<file path="config.mk">
export PLATFORM = sky130hd
export DESIGN_NAME = dmem_sram_ctrl
export DESIGN_NICKNAME = d
export VERILOG_FILES = /design/src/rtl/dmem_sram_ctrl_pkg.sv /design/src/rtl/dmem_sram_ctrl.sv
export SDC_FILE = /design/constraint.sdc
export NUM_CORES = 1
export LEC_CHECK = 0
export ABC_AREA = 0
export CAP_MARGIN = 20
export CORE_MARGIN = 1
export CORE_UTILIZATION = 30
export DETAILED_ROUTE_END_ITERATION = 8
export HOLD_SLACK_MARGIN = 0.1
export PLACE_DENSITY = 0.63
export REMOVE_ABC_BUFFERS = 1
export SYNTH_ARGS = -nofsm -noshare
export SYNTH_HDL_FRONTEND = slang
export SYNTH_SLANG_ARGS = --single-unit
</file>
<file path="constraint.sdc">
create_clock -name clk -period 1.8 [get_ports clk]
set_input_delay 0.36 -clock clk [delete_from_list [all_inputs] [get_ports clk]]
set_output_delay 0.36 -clock clk [all_outputs]
set_load 0.01 [all_outputs]
</file>
<file path="src/rtl/dmem_sram_ctrl_pkg.sv">
`default_nettype none
// ============================================================================
// Module      : dmem_sram_ctrl_pkg
// Description : Shared types and constants for the data-memory SRAM
//               controller: FSM state codes, bus word type, idle levels.
// Revision    : 1.0 - initial release
// ============================================================================
package dmem_sram_ctrl_pkg;

    localparam int REG_BUS_W = 32;

    typedef logic [REG_BUS_W-1:0] reg_bus_t;

    localparam reg_bus_t ZERO_WORD = '0;

    // FSM state encoding
    typedef logic [1:0] dmem_state_t;

    localparam dmem_state_t DMEM_IDLE   = 2'd0;
    localparam dmem_state_t DMEM_ACCESS = 2'd1;
    localparam dmem_state_t DMEM_DONE   = 2'd2;

    // Inactive level of the active-low SRAM control strobes
    localparam logic SRAM_CTRL_DISABLE = 1'b1;

    // Wait-state counter width: covers WAIT_CYCLES up to 15
    localparam int CNT_W = 4;

endpackage : dmem_sram_ctrl_pkg
`default_nettype wire

</file>
<file path="src/rtl/dmem_sram_ctrl.sv">
`default_nettype none
// ============================================================================
// Module      : dmem_sram_ctrl
// Description : MEM-stage data-memory responder. Captures one load/store
//               request, runs it against an asynchronous SRAM for a fixed
//               number of wait states, stalls the pipeline meanwhile and
//               returns the read word in the completion (DONE) cycle.
// Revision    : 1.0 - initial release
// ============================================================================
module dmem_sram_ctrl
    import dmem_sram_ctrl_pkg::*;
#(
    parameter int ADDR_W      = 18,
    parameter int WAIT_CYCLES = 2
) (
    input  logic              clk,
    input  logic              rst,

    // MEM-stage request interface
    input  logic              mem_ce_i,
    input  logic              mem_wr_i,
    input  logic [31:0]       mem_addr_i,
    input  logic [3:0]        mem_we_i,
    input  logic [31:0]       mem_data_i,
    output logic [31:0]       mem_data_o,
    output logic              stallreq,

    // SRAM pins
    output logic [ADDR_W-1:0] sram_addr,
    output logic [31:0]       sram_wdata,
    input  logic [31:0]       sram_rdata,
    output logic              sram_ce_n,
    output logic              sram_oe_n,
    output logic              sram_we_n,
    output logic [3:0]        sram_be_n
);

    // Counter preload: ACCESS lasts exactly WAIT_CYCLES cycles
    localparam logic [CNT_W-1:0] C_CNT_LOAD = CNT_W'(WAIT_CYCLES - 1);

    dmem_state_t        state_q, state_d;
    logic [CNT_W-1:0]   cnt_q,   cnt_d;
    logic [ADDR_W-1:0]  addr_q,  addr_d;
    logic               wr_q,    wr_d;
    logic [3:0]         be_q,    be_d;
    reg_bus_t           wdata_q, wdata_d;
    reg_bus_t           rdata_q, rdata_d;

    // Byte-offset bits and bits above the SRAM size are don't-care
    logic w_unused_addr_bits;
    assign w_unused_addr_bits = ^{mem_addr_i[31:ADDR_W+2], mem_addr_i[1:0]};

    // State, counter and request/response registers
    always_ff @(posedge clk) begin
        if (rst) begin
            state_q <= DMEM_IDLE;
            cnt_q   <= '0;
            addr_q  <= '0;
            wr_q    <= 1'b0;
            be_q    <= 4'b0000;
            wdata_q <= ZERO_WORD;
            rdata_q <= ZERO_WORD;
        end else begin
            state_q <= state_d;
            cnt_q   <= cnt_d;
            addr_q  <= addr_d;
            wr_q    <= wr_d;
            be_q    <= be_d;
            wdata_q <= wdata_d;
            rdata_q <= rdata_d;
        end
    end

    // Next state: capture in IDLE, count wait states in ACCESS, one DONE cycle
    always_comb begin
        state_d = state_q;
        cnt_d   = cnt_q;
        addr_d  = addr_q;
        wr_d    = wr_q;
        be_d    = be_q;
        wdata_d = wdata_q;
        rdata_d = rdata_q;
        case (state_q)
            DMEM_IDLE: begin
                if (mem_ce_i) begin
                    addr_d  = mem_addr_i[ADDR_W+1:2];
                    wr_d    = mem_wr_i;
                    be_d    = mem_we_i;
                    wdata_d = mem_data_i;
                    cnt_d   = C_CNT_LOAD;
                    state_d = DMEM_ACCESS;
                end
            end
            DMEM_ACCESS: begin
                if (cnt_q == '0) begin
                    state_d = DMEM_DONE;
                    if (!wr_q) begin
                        rdata_d = sram_rdata;
                    end
                end else begin
                    cnt_d = cnt_q - 1'b1;
                end
            end
            DMEM_DONE: begin
                // The request still visible here is the one just served
                state_d = DMEM_IDLE;
            end
            default: begin
                state_d = DMEM_IDLE;
            end
        endcase
    end

    // SRAM strobes and stall request decoded from the current state
    always_comb begin
        sram_ce_n  = SRAM_CTRL_DISABLE;
        sram_oe_n  = SRAM_CTRL_DISABLE;
        sram_we_n  = SRAM_CTRL_DISABLE;
        sram_be_n  = 4'b1111;
        sram_addr  = '0;
        sram_wdata = ZERO_WORD;
        stallreq   = 1'b0;
        case (state_q)
            DMEM_IDLE: begin
                stallreq = mem_ce_i;
            end
            DMEM_ACCESS: begin
                stallreq   = 1'b1;
                sram_ce_n  = 1'b0;
                sram_be_n  = ~be_q;
                sram_addr  = addr_q;
                sram_wdata = wdata_q;
                if (wr_q) begin
                    // A store with no lanes enabled never strobes the SRAM
                    sram_we_n = (be_q == 4'b0000);
                end else begin
                    sram_oe_n = 1'b0;
                end
            end
            DMEM_DONE: begin
                // Chip select, address, data and lanes held for write hold time
                sram_ce_n  = 1'b0;
                sram_be_n  = ~be_q;
                sram_addr  = addr_q;
                sram_wdata = wdata_q;
            end
            default: begin
                stallreq = 1'b0;
            end
        endcase
    end

    assign mem_data_o = rdata_q;

endmodule : dmem_sram_ctrl
`default_nettype wire
</file>
# [Word level (Yosys, flattened, before mapping)]
# Cells that the tools add are included.
[totals] register_bits=93 in_bits=104 out_inout_bits=90
[classes] addsub=1 eq_ne=5 muxes=15 bitwise_logic=2 n_reduce_logical=9
[ops] op="2-to-1 mux 32 bit" n=1
[ops] op="2-to-1 mux 18 bit" n=1
[ops] op="2-to-1 mux 4 bit" n=3
[ops] op="zero test 4 bit" n=2
[ops] op="case mux 4 bit (2 select lines)" n=1
[ops] op="inequality test 2 bit, second input constant" n=3
[ops] op="AND reduction 3 bit" n=2
[ops] op="2-to-1 mux 1 bit" n=5
[ops] op="2-to-1 mux 2 bit" n=2
[ops] op="inverter 4 bit" n=1
[ops] op="case mux 2 bit (2 select lines)" n=1
[ops] op="AND reduction 2 bit" n=2
[ops] op="subtractor 4 x 1 -> 4 bit, second input constant" n=1
[ops] op="equality test 2 x 1 -> 1 bit, second input constant" n=1
[ops] op="equality test 2 bit, second input constant" n=1
[ops] op="zero test 2 bit" n=1
[ops] op="case mux 1 bit (2 select lines)" n=1
[ops] op="nonzero test 2 bit" n=1
[ops] op="OR reduction 2 bit" n=1
[ops] op="inverter 1 bit" n=1

# [Logic depth before layout (Yosys ltp)]
# Gate-level depths: netlist of run 1.
[logic_depth] word_depth=3 mapped_depth=7 ltp_nobuf=6

# [Worst setup path after synthesis of run 1]
# OpenSTA, ideal clock, no wires.
[synth_path] path_type="reg-to-output" start="reg state_q[0]" end="out sram_addr[12]" arrival_ns=1.308 required_ns=1.440 slack_ns=0.132 stages_incl_launch_ff=6 n_path_buf=2 cell_sequence="dfxtp_1 -> inv_1 -> ha_1 -> clkbuf_1 -> clkbuf_1 -> and2_1"
[synth_between] elab_chain_cells=3 elab_cells_between_ends=4 cone_classes="2 x eq/ne; 1 x mux; 1 x reduce/logical"
[synth_rtl] element="start: declaration" line_no="dmem_sram_ctrl.sv:41" source="dmem_state_t state_q, state_d;"
[synth_rtl] element="start signal: assignment" line_no="dmem_sram_ctrl.sv:64" source="state_q <= state_d;"
[synth_rtl] element="equality test 2 x 1 -> 1 bit / equality test 2 bit (equally long branches)" line_no="dmem_sram_ctrl.sv:123" source="case (state_q)"
[synth_rtl] element="OR reduction 2 bit (no source line) *"
[synth_rtl] element="2-to-1 mux 18 bit *" line_no="dmem_sram_ctrl.sv:123"
[synth_rtl] element="end: declaration" line_no="dmem_sram_ctrl.sv:29" source="output logic [ADDR_W-1:0] sram_addr,"
# Mark *: on every way between the ends. The rest lies on a longest branch, timed or not.

# [Final worst setup path of run 1]
[layout_path] start="reg state_q[1]" end="out sram_wdata[13]"
[layout_between] elab_chain_cells=3 elab_cells_between_ends=4 cone_classes="2 x eq/ne; 1 x mux; 1 x reduce/logical"
[layout_rtl] element="equality test 2 x 1 -> 1 bit / equality test 2 bit (equally long branches)" line_no="dmem_sram_ctrl.sv:123"
[layout_rtl] element="OR reduction 2 bit (no source line) *"
[layout_rtl] element="2-to-1 mux 32 bit *" line_no="dmem_sram_ctrl.sv:123"
[layout_rtl] element="end: declaration" line_no="dmem_sram_ctrl.sv:30" source="output logic [31:0] sram_wdata,"
# Marks and branches as above.

==> results.ini, run 1 <==
[outcome]
status=complete, but fails checks
violations=setup timing

[drt]
drt.antenna.violating_nets=0
post_drt_wl_per_cell_um=13.8
dr.first_iter.drc_count=163
num_vias=3831
drt_pass1_iterations=4
routed_via_density=4.50
drc=0
routed_wl_mm=11.7

[sta]
max_freq_mhz=526
grt_setup_unrepaired=yes
fin_ws_ps=-102
slew_headroom=0.743
final-max-slew-violation-count=0
fin_hold_ws_ps=430
min_period_over_period=1.06
finalHoldViolations=0
skew_ps=5.06
worstMarginPinSlew_ps=385
post-route-min-period_ps=1900
setup_viol=38

[placement]
routabilityCongestion=0.709
dpl.hpwl_mm=7.84
pre_cts_ws_ps=-229
portBuffers=179

[finish]
fillerInstances=1170
fin_nets=787
diodes=0
syn2layout_area_growth_pct=72.0
postLayoutCoreUtil=0.533
drive_gt1_frac=0.225
layout_commonest_cell=nand2_1
final_cell_mix=178 x nand2_1, 120 x clkdlybuf4s50_1, 91 x dfxtp_1

[clock_tree]
htreeDepth=3
cts_root_buffer=clkbuf_16
ctsHoldBuffers=0
worst_skew_pair.late_latency_ps=340
clockBufferDepth=2
cts_buffers=9
cts_tree=yes
cts_num_sinks=93
cts.clk_slew.worst_paths_ps=60

[synth]
ys_ff_latch=93
seq_area_frac_synth=0.496
synth.avg_cell_area_sq_um=7.62
syn_area_sq_um=3750
synth_top_area_cell=dfxtp_1
netlist_instances=492
yosysWarnings=0
synth_top_area_share=0.496
synthTopCellsByArea=dfxtp_1 50%, nand2_1 18%, a21oi_1 12%
ys_types=28

[global_route]
track_usage=0.184
grt_pass1_vias=3802
grt_pass1_wl_mm=18.5
grt_max_degree=33
grt_overflow=0
grt_antenna_before_repair=0

[pwr]
vdd_ir_drop_max_mv=0.765
p_int_mw=6.59
leakage_nw=2.60
p_sw_frac=0.337
clkPwrFrac=0.219
p_seq_frac=0.276
p_sw_mw=3.35
power_density_nw_per_um2=1540
combPwrFrac=0.505

[floorplan]
io_pins=194
start_util=0.310
die_h_um=114
rows=40
dieArea_sq_um=13000
die_width_um=114
core_sq_um=12100

[hold_path]
min_from=rst
hp-class=in2reg

[setup_path]
worst-path-max-fanout=8
startpoint=state_q[1]
endpoint_kind=output port
crit_arrival_ps=1540
rr_startpoint=cnt_q[0]
required_ps=1440
startpoint_type=flop
path_class=reg2out

[flow_run]
max_cap_violations=0

## kinds of logic after synthesis
logic type,count (synthesis),synth area share
buf+inv,40,0.0417
fa+ha+maj,5,0.0167
compound gates,93,0.126
flops,93,0.496
simple gates,258,0.310
mux,3,0.00967
## per-stage QoR
step	instance area [sq um]	total power [mW]	TNS (ps)	std cells
after floorplan	3610	4.47	-6230	457
after global placement	5840	6.53	-9610	824
after detailed placement	5840	6.63	-10160	824
after CTS	6390	9.96	-3180	851
after global routing	6450	10.6	-5440	851
final	6450	9.94	-2500	851
## layer usage
metal  wire (um)  up-vias  GRT usage
met3         676       19     0.0489
met1        4870     1780      0.216
li1            -     1936          -
met5           0        -          0
met2        5900       96      0.320
met4         257        0     0.0710
## synth_stat cells
cell / count
a21oi_1: 89
a211oi_1: 1
buf_1: 9
mux2i_1: 1
inv_1: 5
a211o_1: 1
nor3_1: 3
and3_4: 1
buf_2: 5
nor2b_1: 1
and2_1: 51
ha_1: 5
nor2_4: 1
nand2_1: 181
nor2_2: 1
or4_1: 1
nand3_1: 2
nor3b_1: 1
or3b_4: 1
mux2_4: 1
dfxtp_1: 93
mux2_2: 1
nor4b_1: 1
nand2b_1: 6
nor2_1: 6
o21ai_0: 2
nand4b_1: 1
clkbuf_1: 21
## final timing paths
kind | endpoint | slack [ps] | cells after the start
worst min-delay path | addr_q[9] | 430 | 2
worst min register to register | mem_data_o[25] | 450 | 2
worst max register to register | state_q[0] | 130 | 6
worst max-delay path | sram_wdata[13] | -100 | 6
## flip-flops by register name, summed over array words and instances (netlist names)
| register | count |
|---|---|
| mem_data_o | 32 |
| wdata_q | 32 |
| addr_q | 18 |
| state_q | 2 |
| be_q | 4 |
| wr_q | 1 |
| cnt_q | 4 |
## repair_timing
item,in CTS,in global routing
pin swaps,31,7
setup endpoints to repair,58,58
gates cloned,5,0
gates resized for setup,309,15
setup buffers,6,1
## layout make-up
type,instances,area [sq um],share of cell area
Tap cell,168,210,0.0326
Timing Repair Buffer,210,2150,0.333
Sequential cell,93,1860,0.289
Clock buffer,12,246,0.0382
Clock inverter,4,95.1,0.0147
Multi-Input combinational cell,359,1870,0.289
Inverter,5,18.8,0.00291
## power by group through the flow
stage | combinational [mW] | sequential, mW | clock [mW]
after floorplan | 1.66 | 2.81 | 0
after global routing | 5.46 | 2.79 | 2.31
after CTS | 4.99 | 2.74 | 2.23
final | 5.02 | 2.74 | 2.18
after detailed placement | 3.86 | 2.77 | 0
after global placement | 3.78 | 2.74 | 0
## critical path, cell delays in order (launching register included)
cell and delay (ps):
dfxtp_2 330, inv_2 50, ha_4 310, buf_6 140, buf_16 130, and2_4 140, buf_6 100
Power figures use the tool's default switching activity.
==> inputs of run 2 (changes only) <==
--- a/config.mk
+++ b/config.mk
@@ -7,7 +7,7 @@
 export LEC_CHECK = 0
 export ABC_AREA = 0
 export CAP_MARGIN = 20
-export CORE_MARGIN = 1
+export CORE_MARGIN = 2
 export CORE_UTILIZATION = 30
 export DETAILED_ROUTE_END_ITERATION = 8
 export HOLD_SLACK_MARGIN = 0.1
==> results.ini, run 2 (same netlist as run 1, synthesis figures left out) <==
[sta]
grt_setup_unrepaired=yes
skew_ps=5.36  ; +0.300 ps
finalHoldViolations=0  ; unchanged
worstMarginPinSlew_ps=378  ; -7.47 ps
max_freq_mhz=537  ; +2.0%
post-route-min-period_ps=1860  ; -38.0 ps
min_period_over_period=1.04  ; -0.0211
fin_ws_ps=-63.7  ; +38.0 ps
slew_headroom=0.748  ; +0.00498
setup_viol=49  ; +29%
fin_hold_ws_ps=408  ; -22.1 ps
final-max-slew-violation-count=0  ; unchanged

[flow_run]
max_cap_violations=0  ; unchanged

[outcome]
status=complete, but fails checks
violations=setup timing

[clock_tree]
ctsHoldBuffers=0  ; unchanged
cts_tree=yes
cts_root_buffer=clkbuf_16
htreeDepth=3  ; unchanged
cts_buffers=9  ; unchanged
cts.clk_slew.worst_paths_ps=60  ; about the same
worst_skew_pair.late_latency_ps=330  ; about the same
cts_num_sinks=93  ; unchanged
clockBufferDepth=2  ; unchanged

[floorplan]
die_width_um=116  ; +1.8%
start_util=0.310  ; unchanged
io_pins=194  ; unchanged
die_h_um=116  ; +1.8%
dieArea_sq_um=13400  ; +3.5%
core_sq_um=12100  ; unchanged
rows=40  ; unchanged

[setup_path]
required_ps=1440  ; about the same
endpoint_kind=output port
worst-path-max-fanout=5  ; -3
crit_arrival_ps=1500  ; -40 ps
startpoint_type=flop
path_class=reg2out

[drt]
drc=0  ; unchanged
post_drt_wl_per_cell_um=13.3  ; -3.5%
routed_wl_mm=11.2  ; -4.4%
num_vias=3738  ; -2.4%
drt.antenna.violating_nets=0  ; unchanged
drt_pass1_iterations=4  ; unchanged
dr.first_iter.drc_count=82  ; -50%
routed_via_density=4.43  ; -1.5%

[global_route]
grt_pass1_vias=3633  ; -4.4%
track_usage=0.165  ; -0.0185
grt_antenna_before_repair=0  ; unchanged
grt_overflow=0  ; unchanged
grt_pass1_wl_mm=17.5  ; -5.8%
grt_max_degree=46  ; +39%

[finish]
fin_nets=780  ; -0.89%
drive_gt1_frac=0.179  ; -0.0462
diodes=0  ; unchanged
postLayoutCoreUtil=0.505  ; -0.0283
final_cell_mix=178 x nand2_1, 120 x clkdlybuf4s50_1, 90 x dfxtp_1
fin_area_sq_um=6110  ; -5.3%
layout_commonest_cell=nand2_1
syn2layout_area_growth_pct=62.9

[pwr]
combPwrFrac=0.462  ; -0.043
p_seq_frac=0.303  ; +0.027
vdd_ir_drop_max_mv=0.602  ; -21%
leakage_nw=2.47  ; -4.9%
p_sw_mw=3.07  ; -8.4%
p_sw_frac=0.341  ; +0.00443
power_density_nw_per_um2=1470  ; -4.5%
clkPwrFrac=0.235  ; +0.016
p_int_mw=5.92  ; -10%

[placement]
routabilityCongestion=0.715  ; +0.83%
dpl.hpwl_mm=7.82  ; -0.26%
placed_area_sq_um=5850  ; about the same
portBuffers=179  ; unchanged

[hold_path]
hp-class=in2reg

## run 2: cell types whose count changed in the layout (fill, tap and decap cells not counted), moves of 2 or more
cell / delta
and2_4: -25
and2_1: +25
buf_6: -20
clkbuf_2: +2
buf_2: +19
buf_4: -5
buf_16: -4
## run 2: final timing paths
path | start | to | slack, ps | depth (start not counted)
setup / recovery | state_q[0] | sram_addr[12] | -60 | 6
hold / removal | rst | cnt_q[1] | 410 | 2
setup reg to reg | cnt_q[0] | cnt_q[1] | 140 | 6
hold reg to reg | wdata_q[30] | wdata_q[30] | 450 | 2
## run 2: per-layer routing
layer	GRT usage	wire, um	up-vias	part of all wire
met5	0	0	-	0
met2	0.282	5570	89	0.50
met4	0.0643	171	0	0.015
li1	-	-	1917	-
met3	0.0434	651	14	0.058
met1	0.199	4800	1718	0.43
## run 2: repair_timing
item,CTS,global route
pin swaps,6,3
setup buffers,3,1
gates resized for setup,247,23
endpoints found under the setup margin,58,56
cloned,2,0
## run 2: cell type report
type | instances | area (sq um)
repair buffers | 203 | 1900
inverters | 5 | 18.8
clock inverters | 4 | 97.6
flip-flops and latches | 93 | 1870
clock buffers | 11 | 233
fillers | 1234 | 6000
multi-input cells | 359 | 1780
well taps | 168 | 210
## run 2: through the flow
stage | setup slack [ps] | power, mW | cells | TNS [ps]
floorplan | -331 | 4.47 | 457 | -6230
global placement | -219 | 6.51 | 823 | -9900
global route | -116 | 9.63 | 843 | -4460
finish | -63.7 | 8.99 | 843 | -1060
detailed placement | -223 | 6.59 | 823 | -9910
CTS | -198 | 9.14 | 843 | -3330
## run 2: worst max-delay path, stage by stage, from the launching register on
cell     delay (ps)
dfxtp_2         330
inv_2            50
ha_4            280
buf_16          150
buf_12          120
and2_4          130
buf_6           110
## run 2: power groups by stage
| stage | sequential, mW | combinational (mW) | clock, mW |
|---|---|---|---|
| after floorplan | 2.81 | 1.66 | 0 |
| after global placement | 2.74 | 3.77 | 0 |
| after detailed placement | 2.76 | 3.83 | 0 |
| after CTS | 2.73 | 4.23 | 2.18 |
| after global routing | 2.79 | 4.56 | 2.28 |
| final | 2.73 | 4.15 | 2.11 |
